$ cat config.mk
export PLATFORM = sky130hd
export DESIGN_NAME = bcd_counter_ndigit
export DESIGN_NICKNAME = d
export VERILOG_FILES = /design/src/rtl/bcd_pkg.sv /design/src/rtl/bcd_counter_ndigit_digit_cell.sv /design/src/rtl/bcd_counter_ndigit.sv
export SDC_FILE = /design/constraint.sdc
export NUM_CORES = 1
export LEC_CHECK = 0
export ABC_AREA = 1
export BUFFER_PORTS_ARGS = -buffer_cell sky130_fd_sc_hd__buf_2
export CAP_MARGIN = 20
export CORE_MARGIN = 2
export CORE_UTILIZATION = 40
export DETAILED_ROUTE_END_ITERATION = 6
export SLEW_MARGIN = 5
export SYNTH_ARGS = -nofsm -noshare
export SYNTH_HDL_FRONTEND = slang
export SYNTH_SLANG_ARGS = --single-unit
$ cat constraint.sdc
create_clock -name clock -period 2 [get_ports clock]
set_input_delay 0.1 -clock clock [delete_from_list [all_inputs] [get_ports clock]]
set_output_delay 0.1 -clock clock [all_outputs]
set_load 0.05 [all_outputs]
$ cat src/rtl/bcd_pkg.sv
// bcd_pkg: shared BCD digit width, limits and validity helper.
package bcd_pkg;
  localparam int BCD_W = 4;
  localparam logic [BCD_W-1:0] BCD_MAX = 4'd9;
  localparam logic [BCD_W-1:0] BCD_MIN = 4'd0;
  function automatic logic is_valid_bcd(input logic [BCD_W-1:0] d);
    return d <= BCD_MAX;
  endfunction
endpackage

$ cat src/rtl/bcd_counter_ndigit_digit_cell.sv
// bcd_digit_cell: one BCD digit with load, increment/decrement and carry/borrow out.
module bcd_digit_cell
  import bcd_pkg::*;
(
  input  logic             clock,
  input  logic             reset,
  input  logic             inc_in,
  input  logic             dec_in,
  input  logic             load,
  input  logic [BCD_W-1:0] load_digit,
  output logic [BCD_W-1:0] digit,
  output logic             carry_out,
  output logic             borrow_out,
  output logic             err
);
  logic [BCD_W-1:0] inc_val, dec_val;
  // Out-of-range digits fall back to 0 on any step.
  always_comb begin
    inc_val = (digit >= BCD_MAX) ? BCD_MIN : digit + 4'd1;
    dec_val = (digit == BCD_MIN) ? BCD_MAX : (digit > BCD_MAX) ? BCD_MIN : digit - 4'd1;
  end
  assign carry_out  = inc_in & (digit == BCD_MAX);
  assign borrow_out = dec_in & (digit == BCD_MIN);
  assign err        = load & !is_valid_bcd(load_digit);
  always_ff @(posedge clock) begin
    if (reset) digit <= BCD_MIN;
    else if (load) digit <= is_valid_bcd(load_digit) ? load_digit : BCD_MIN;
    else if (inc_in) digit <= inc_val;
    else if (dec_in) digit <= dec_val;
  end
endmodule

$ cat src/rtl/bcd_counter_ndigit.sv
// bcd_counter_ndigit: N-digit BCD up/down counter with load, wrap/saturate and flags.
module bcd_counter_ndigit
  import bcd_pkg::*;
#(
  parameter int DIGITS   = 4,
  parameter bit SATURATE = 1'b0
) (
  input  logic                    clock,
  input  logic                    reset,
  input  logic                    enable,
  input  logic                    up_down,
  input  logic                    load,
  input  logic [BCD_W*DIGITS-1:0] load_value,
  output logic [BCD_W*DIGITS-1:0] dout,
  output logic                    tc,
  output logic                    at_limit,
  output logic                    load_err
);
  logic [DIGITS:0]   inc, dec;
  logic [DIGITS-1:0] errs;
  logic all9, all0, step, block, tc_d;
  always_comb begin
    all9 = 1'b1;
    all0 = 1'b1;
    for (int i = 0; i < DIGITS; i++) begin
      all9 &= dout[BCD_W*i +: BCD_W] == BCD_MAX;
      all0 &= dout[BCD_W*i +: BCD_W] == BCD_MIN;
    end
    at_limit = up_down ? all9 : all0;
    step     = enable & !load;
    block    = SATURATE & at_limit;
    inc[0]   = step & up_down & !block;
    dec[0]   = step & !up_down & !block;
    // Wrap mode flags the carry/borrow leaving the top digit; saturate flags the blocked step.
    tc_d     = SATURATE ? step & at_limit : inc[DIGITS] | dec[DIGITS];
  end
  for (genvar k = 0; k < DIGITS; k++) begin : g_digit
    bcd_digit_cell u_cell (
      .clock      (clock),
      .reset      (reset),
      .inc_in     (inc[k]),
      .dec_in     (dec[k]),
      .load       (load),
      .load_digit (load_value[BCD_W*k +: BCD_W]),
      .digit      (dout[BCD_W*k +: BCD_W]),
      .carry_out  (inc[k+1]),
      .borrow_out (dec[k+1]),
      .err        (errs[k])
    );
  end
  always_ff @(posedge clock) begin
    if (reset) begin
      tc       <= 1'b0;
      load_err <= 1'b0;
    end else begin
      tc       <= tc_d;
      load_err <= |errs;
    end
  end
endmodule

== Word-level counts from Yosys, hierarchy flattened ==
Index checks and enable logic that the tools add are counted.

* Register bits after elaboration: 18
* Output and inout bits: 19
* Logic and storage cells: 96
* Input bits: 21

* Order comparisons: 12
* Bitwise operators: 22
* Reduce and logical (&&, ||, !) cells: 15
* Equality and inequality tests: 4
* Multiplexer cells: 29
* Add/subtract/negate cells: 8

{| class="wikitable"
|+ Operator list
! cell !! count
|-
| 4-bit 2-to-1 mux || 28
|-
| 1-bit bitwise AND || 21
|-
| 4-bit by 1-bit adder with 4-bit output (second input constant) || 4
|-
| 4-bit == test (second input constant) || 4
|-
| 4-bit >= comparator (second input constant) || 4
|-
| 4-bit > comparator (second input constant) || 4
|-
| 4-bit <= comparator (second input constant) || 4
|-
| 4-bit logical NOT || 4
|-
| 4-bit by 1-bit subtractor with 4-bit output (second input constant) || 4
|-
| 3-bit nonzero test || 4
|-
| 1-bit logical NOT || 6
|-
| 4-bit OR reduction || 1
|-
| 1-bit 2-to-1 mux || 1
|-
| 1-bit OR || 1
|}

== Longest topological paths before layout ==
* Depth after elaboration: 9
* Depth in mapped cells: 14
* Depth with buffers taken out: 14

== Modules after synthesis ==
Synthesis repeated with hierarchy kept, for this count alone.

* Cell total of the unflattened synthesis: 331
* Area, all modules: 1985.7 µm²

{| class="wikitable"
|+ Modules (own cells, without submodules)
! module !! instances !! cells each !! seq. area each (µm²) !! area an instance (µm²)
|-
| bcd_digit_cell || 4 || 73 || 80.1 || 445.4
|-
| bcd_counter_ndigit || 1 || 39 || 40.0 || 203.9
|}

== Worst setup path before layout ==
OpenSTA, ideal clock, no wires.

* Path kind: reg2out
* Start point: register g_digit[2].u_cell.digit[0]
* End point: output at_limit
* Required time: 1900 ps
* Path slack: -542 ps
* Buffers on the path: 0
* Stages on the path, launching flop included: 6
* Data arrival time: 2442 ps
* Cells stage by stage: dfxtp_1 ha_1 nand3_2 inv_1 nand3_1 o31ai_1

* Word-level cells in the longest chain between the ends: 4
* Elaborated cells on any way between the ends: 7
* Classes of those cells: eq/ne (1); mux (1); bitwise (4); reduce/logical (1)

{| class="wikitable"
|+ RTL lines
! what !! line !! RTL
|-
| from (decl) || bcd_counter_ndigit_digit_cell.sv:11 || <nowiki>output logic [BCD_W-1:0] digit,</nowiki>
|-
| from (signal assigned) || bcd_counter_ndigit_digit_cell.sv:27 || <nowiki>else if (load) digit <= is_valid_bcd(load_digit) ? load_digit : BCD_MIN;</nowiki>
|-
| from (signal assigned) || bcd_counter_ndigit_digit_cell.sv:28 || <nowiki>else if (inc_in) digit <= inc_val;</nowiki>
|-
| from (signal assigned) || bcd_counter_ndigit_digit_cell.sv:29 || <nowiki>else if (dec_in) digit <= dec_val;</nowiki>
|-
| 4-bit == test / 4-bit logical NOT (equally long branches) || bcd_counter_ndigit.sv:26, bcd_counter_ndigit.sv:27 ||
|-
| 1-bit bitwise AND, on equally long branches (2 in series) || bcd_counter_ndigit.sv:26, bcd_counter_ndigit.sv:27 ||
|-
| 1-bit 2-to-1 mux * || bcd_counter_ndigit.sv:29 || <nowiki>at_limit = up_down ? all9 : all0;</nowiki>
|-
| to (decl) || bcd_counter_ndigit.sv:16 || <nowiki>output logic at_limit,</nowiki>
|}

Every way passes the cells marked *; elsewhere a longest branch is shown, timed or not.

== Final worst setup path ==
* Start point: register g_digit[0].u_cell.digit[1]
* End point: output at_limit

* Word-level cells in the longest chain between the ends: 5
* Elaborated cells on any way between the ends: 9
* Classes of those cells: eq/ne (1); mux (1); bitwise (6); reduce/logical (1)

{| class="wikitable"
|+ RTL lines
! what !! line
|-
| from (decl) || bcd_counter_ndigit_digit_cell.sv:11
|-
| from (signal assigned) || bcd_counter_ndigit_digit_cell.sv:27
|-
| from (signal assigned) || bcd_counter_ndigit_digit_cell.sv:28
|-
| from (signal assigned) || bcd_counter_ndigit_digit_cell.sv:29
|-
| 4-bit == test / 4-bit logical NOT (equally long branches) || bcd_counter_ndigit.sv:26, bcd_counter_ndigit.sv:27
|-
| 1-bit bitwise AND, on equally long branches (3 in series) || bcd_counter_ndigit.sv:26, bcd_counter_ndigit.sv:27
|-
| 1-bit 2-to-1 mux * || bcd_counter_ndigit.sv:29
|}

Marked as above.

==> results.yml <==
status:
  status: "complete, no violations"
global_routing:
  grt_usage_pct: 20.51
  grt_pass1_vias: 1861
  use_met1_pct: 28.81
  grt_overflow: 0
  grt_max_degree: 16
  grt_first_pass_wirelength_mm: 8.590
  met2_usage_pct: 33.74
  top_usage_layer: "met2"
  antenna_found_initial: 0
  use_met3_pct: 3.333
place:
  place_ws_ns: 0.1722
  dpl_cell_area_mm2: 0.002128
  io_buffers: 39
  dpl.hpwl_mm: 3.838
  place_congestion: 0.9014
layout:
  final.fill_count: 453
  layout_common_cells: "68 x nand2_1, 38 x buf_2, 36 x inv_1, 36 x nand3_1, 32 x nor2_1"
  final_nets: 387
  diodes: 0
  final_cell_area_mm2: 0.002208
  final_common_cell: "nand2_1"
  syn_to_final_growth_pct: 18.46
  layout-drive-gt1-share_pct: 19.48
setup_path:
  crit_slowest_cell: "dfxtp_1"
  crit_fanout: 6
  r2r-start: "g_digit[0].u_cell.digit[0]"
  slowest_delay_ns: 0.34
  worstPathRequired_ns: 1.90
  crit_chain: "inv_1 > ha_1 > nand2_1 > nor2_2 > nand3_1 > o31ai_4 > buf_6"
  critPathLaunchType: "flop"
  crit_path_end_kind: "primary output"
  arrival_ns: 1.76
  cp-startpoint: "g_digit[0].u_cell.digit[1]"
  worstSetupPathType: "flop to primary output"
clock_network:
  clk_pin_slew_worst_paths_ns: 0.08
  clock-sinks: 18
  max-clock-path-buffers: 2
  insertion_delay_ns: 0.26
  cts_setup_buffers: 0
  cts_buffers: 3
  htree_levels: 1
  cts_root_buf: "clkbuf_8"
  cts_tree: "yes"
logic_synthesis:
  syn_nets: 347
  ys_warn_count: 0
  synth_area_mm2: 0.001864
  synth_seq_cells: 18
  ys_seq_area_share_pct: 19.33
  netlist_instances: 310
  synth.distinct_cells: 29
  postSynthAreaPerCell_um2: 6.014
floorplan:
  die-height_um: 72.27
  core_mm2: 0.004414
  io_pins: 40
  die_area_mm2: 0.005223
  fp-row-count: 24
  chipWidth_um: 72.27
  initial_core_util_pct: 42.23
route:
  via_per_inst: 5.180
  drc_errors: 0
  first_pass_iters: 4
  wl_per_cell_um: 12.46
  vias: 2077
  drtIter0Drc: 138
  drtAntennaViolNets: 0
  routed_wl_mm: 4.995
timing:
  worst_slack_ns: 0.1401
  hold_violations: 0
  rsz0062_at_grt: "no"
  slew_violations: 0
  skew_ns: 0.002910
  fin_setup_tns_ns: 0
  max_freq_ghz: 0.5377
  relSlewSlack_pct: 62.43
  holdWs_ns: 0.06850
  post-route-min-period_ns: 1.860
  setup_violations: 0
  tightest_slew_ns: 0.5577
  min_period_over_period_pct: 93.00
run:
  maxCapViolCount: 0
power:
  leakage_nw: 1.164
  peakVddDrop_mv: 0.4472
  finalPower_mw: 1.345
  power_density_mw_per_mm2: 609.2
hold_path:
  min_from: "reset"
  hold_path_class: "input port to flop"
-- final timing paths --
kind / to / slack [ns] / cells after the start
hold reg to reg: g_digit[2].u_cell.digit[3] / 0.61 / 2
setup / recovery: at_limit / 0.14 / 7
setup reg to reg: g_digit[2].u_cell.digit[2] / 0.20 / 9
hold / removal: load_err / 0.07 / 2
-- cell type report --
| class | count | area (µm²) | area share (%) |
|---|---|---|---|
| Multi-Input combinational cell | 245 | 1353 | 61.25 |
| Tap cell | 52 | 65.06 | 2.946 |
| Timing Repair Buffer | 42 | 224.0 | 10.14 |
| Sequential cell | 18 | 361.6 | 16.37 |
| Inverter | 40 | 150.1 | 6.799 |
| Clock buffer | 4 | 55.05 | 2.493 |
-- layer usage --
layer / vias up / wire length (µm)
met5: - / 0
met4: 0 / 25
met3: 2 / 291
met1: 914 / 2403
li1: 1088 / -
met2: 73 / 2273
-- sequential cells by signal, indices dropped and copies added (netlist names) --
signal	count
g_digit.u_cell.digit	16
load_err	1
tc	1
-- cells by family (layout without fill, tap and decap cells) --
group,Yosys count,in the layout,share of synthesized area (%)
AND/OR/NAND/NOR,162,162,38.86
AO/OA/AOI/OAI,56,56,16.11
adder cells (fa/ha/maj),16,16,10.74
buffers and inverters,47,86,9.799
XOR/XNOR,11,11,5.168
flip-flops,18,18,19.33
-- synthesized netlist by cell type, drive strengths merged --
cell type	n	area, µm²
o31ai	1	7.510
buf	3	17.52
a2bb2oi	1	8.760
or2	1	6.260
ha	16	200.2
nand2	72	275.3
nand3	39	212.7
nand4	7	43.79
a31o	1	8.760
nor3	4	20.02
a31oi	2	12.51
o211ai	2	15.01
clkbuf	4	15.01
xnor2	2	17.52
o21bai	1	7.510
dfxtp	18	360.4
inv	40	150.1
xor2	9	78.83
a21oi	20	100.1
nor2	39	166.4
o21ai	28	140.1
-- power by group --
| part | internal [mW] | leakage [nW] | switching (mW) |
|---|---|---|---|
| Clock | 0.175 | 0.0288 | 0.139 |
| Combinational | 0.191 | 0.986 | 0.396 |
| Sequential | 0.390 | 0.149 | 0.0532 |
-- worst max-delay path: cells and delay by family (launching register included) --
family | cells | cell delay (ns)
adders and majority gates | 1 | 0.17
buffers and inverters | 2 | 0.36
and+or+nand+nor | 3 | 0.43
AOI/OAI and AO/OA | 1 | 0.21
DFF | 1 | 0.34
-- metrics by stage --
stage | util [%] | std cells
2_1_floorplan | - | 310
3_3_place_gp | 48.21 | 397
3_5_place_dp | 48.21 | 397
4_1_cts | 49.60 | 401
5_1_grt | 50.03 | 401
6_report | 50.03 | 401
-- timing repair --
action                                 CTS  global route
setup endpoints to repair                1             3
gates resized for setup                  3             8
endpoints found under the hold margin    0             0
pin swaps                                1             1
hold buffers                             0             0
(Power assumes the default switching activity.)
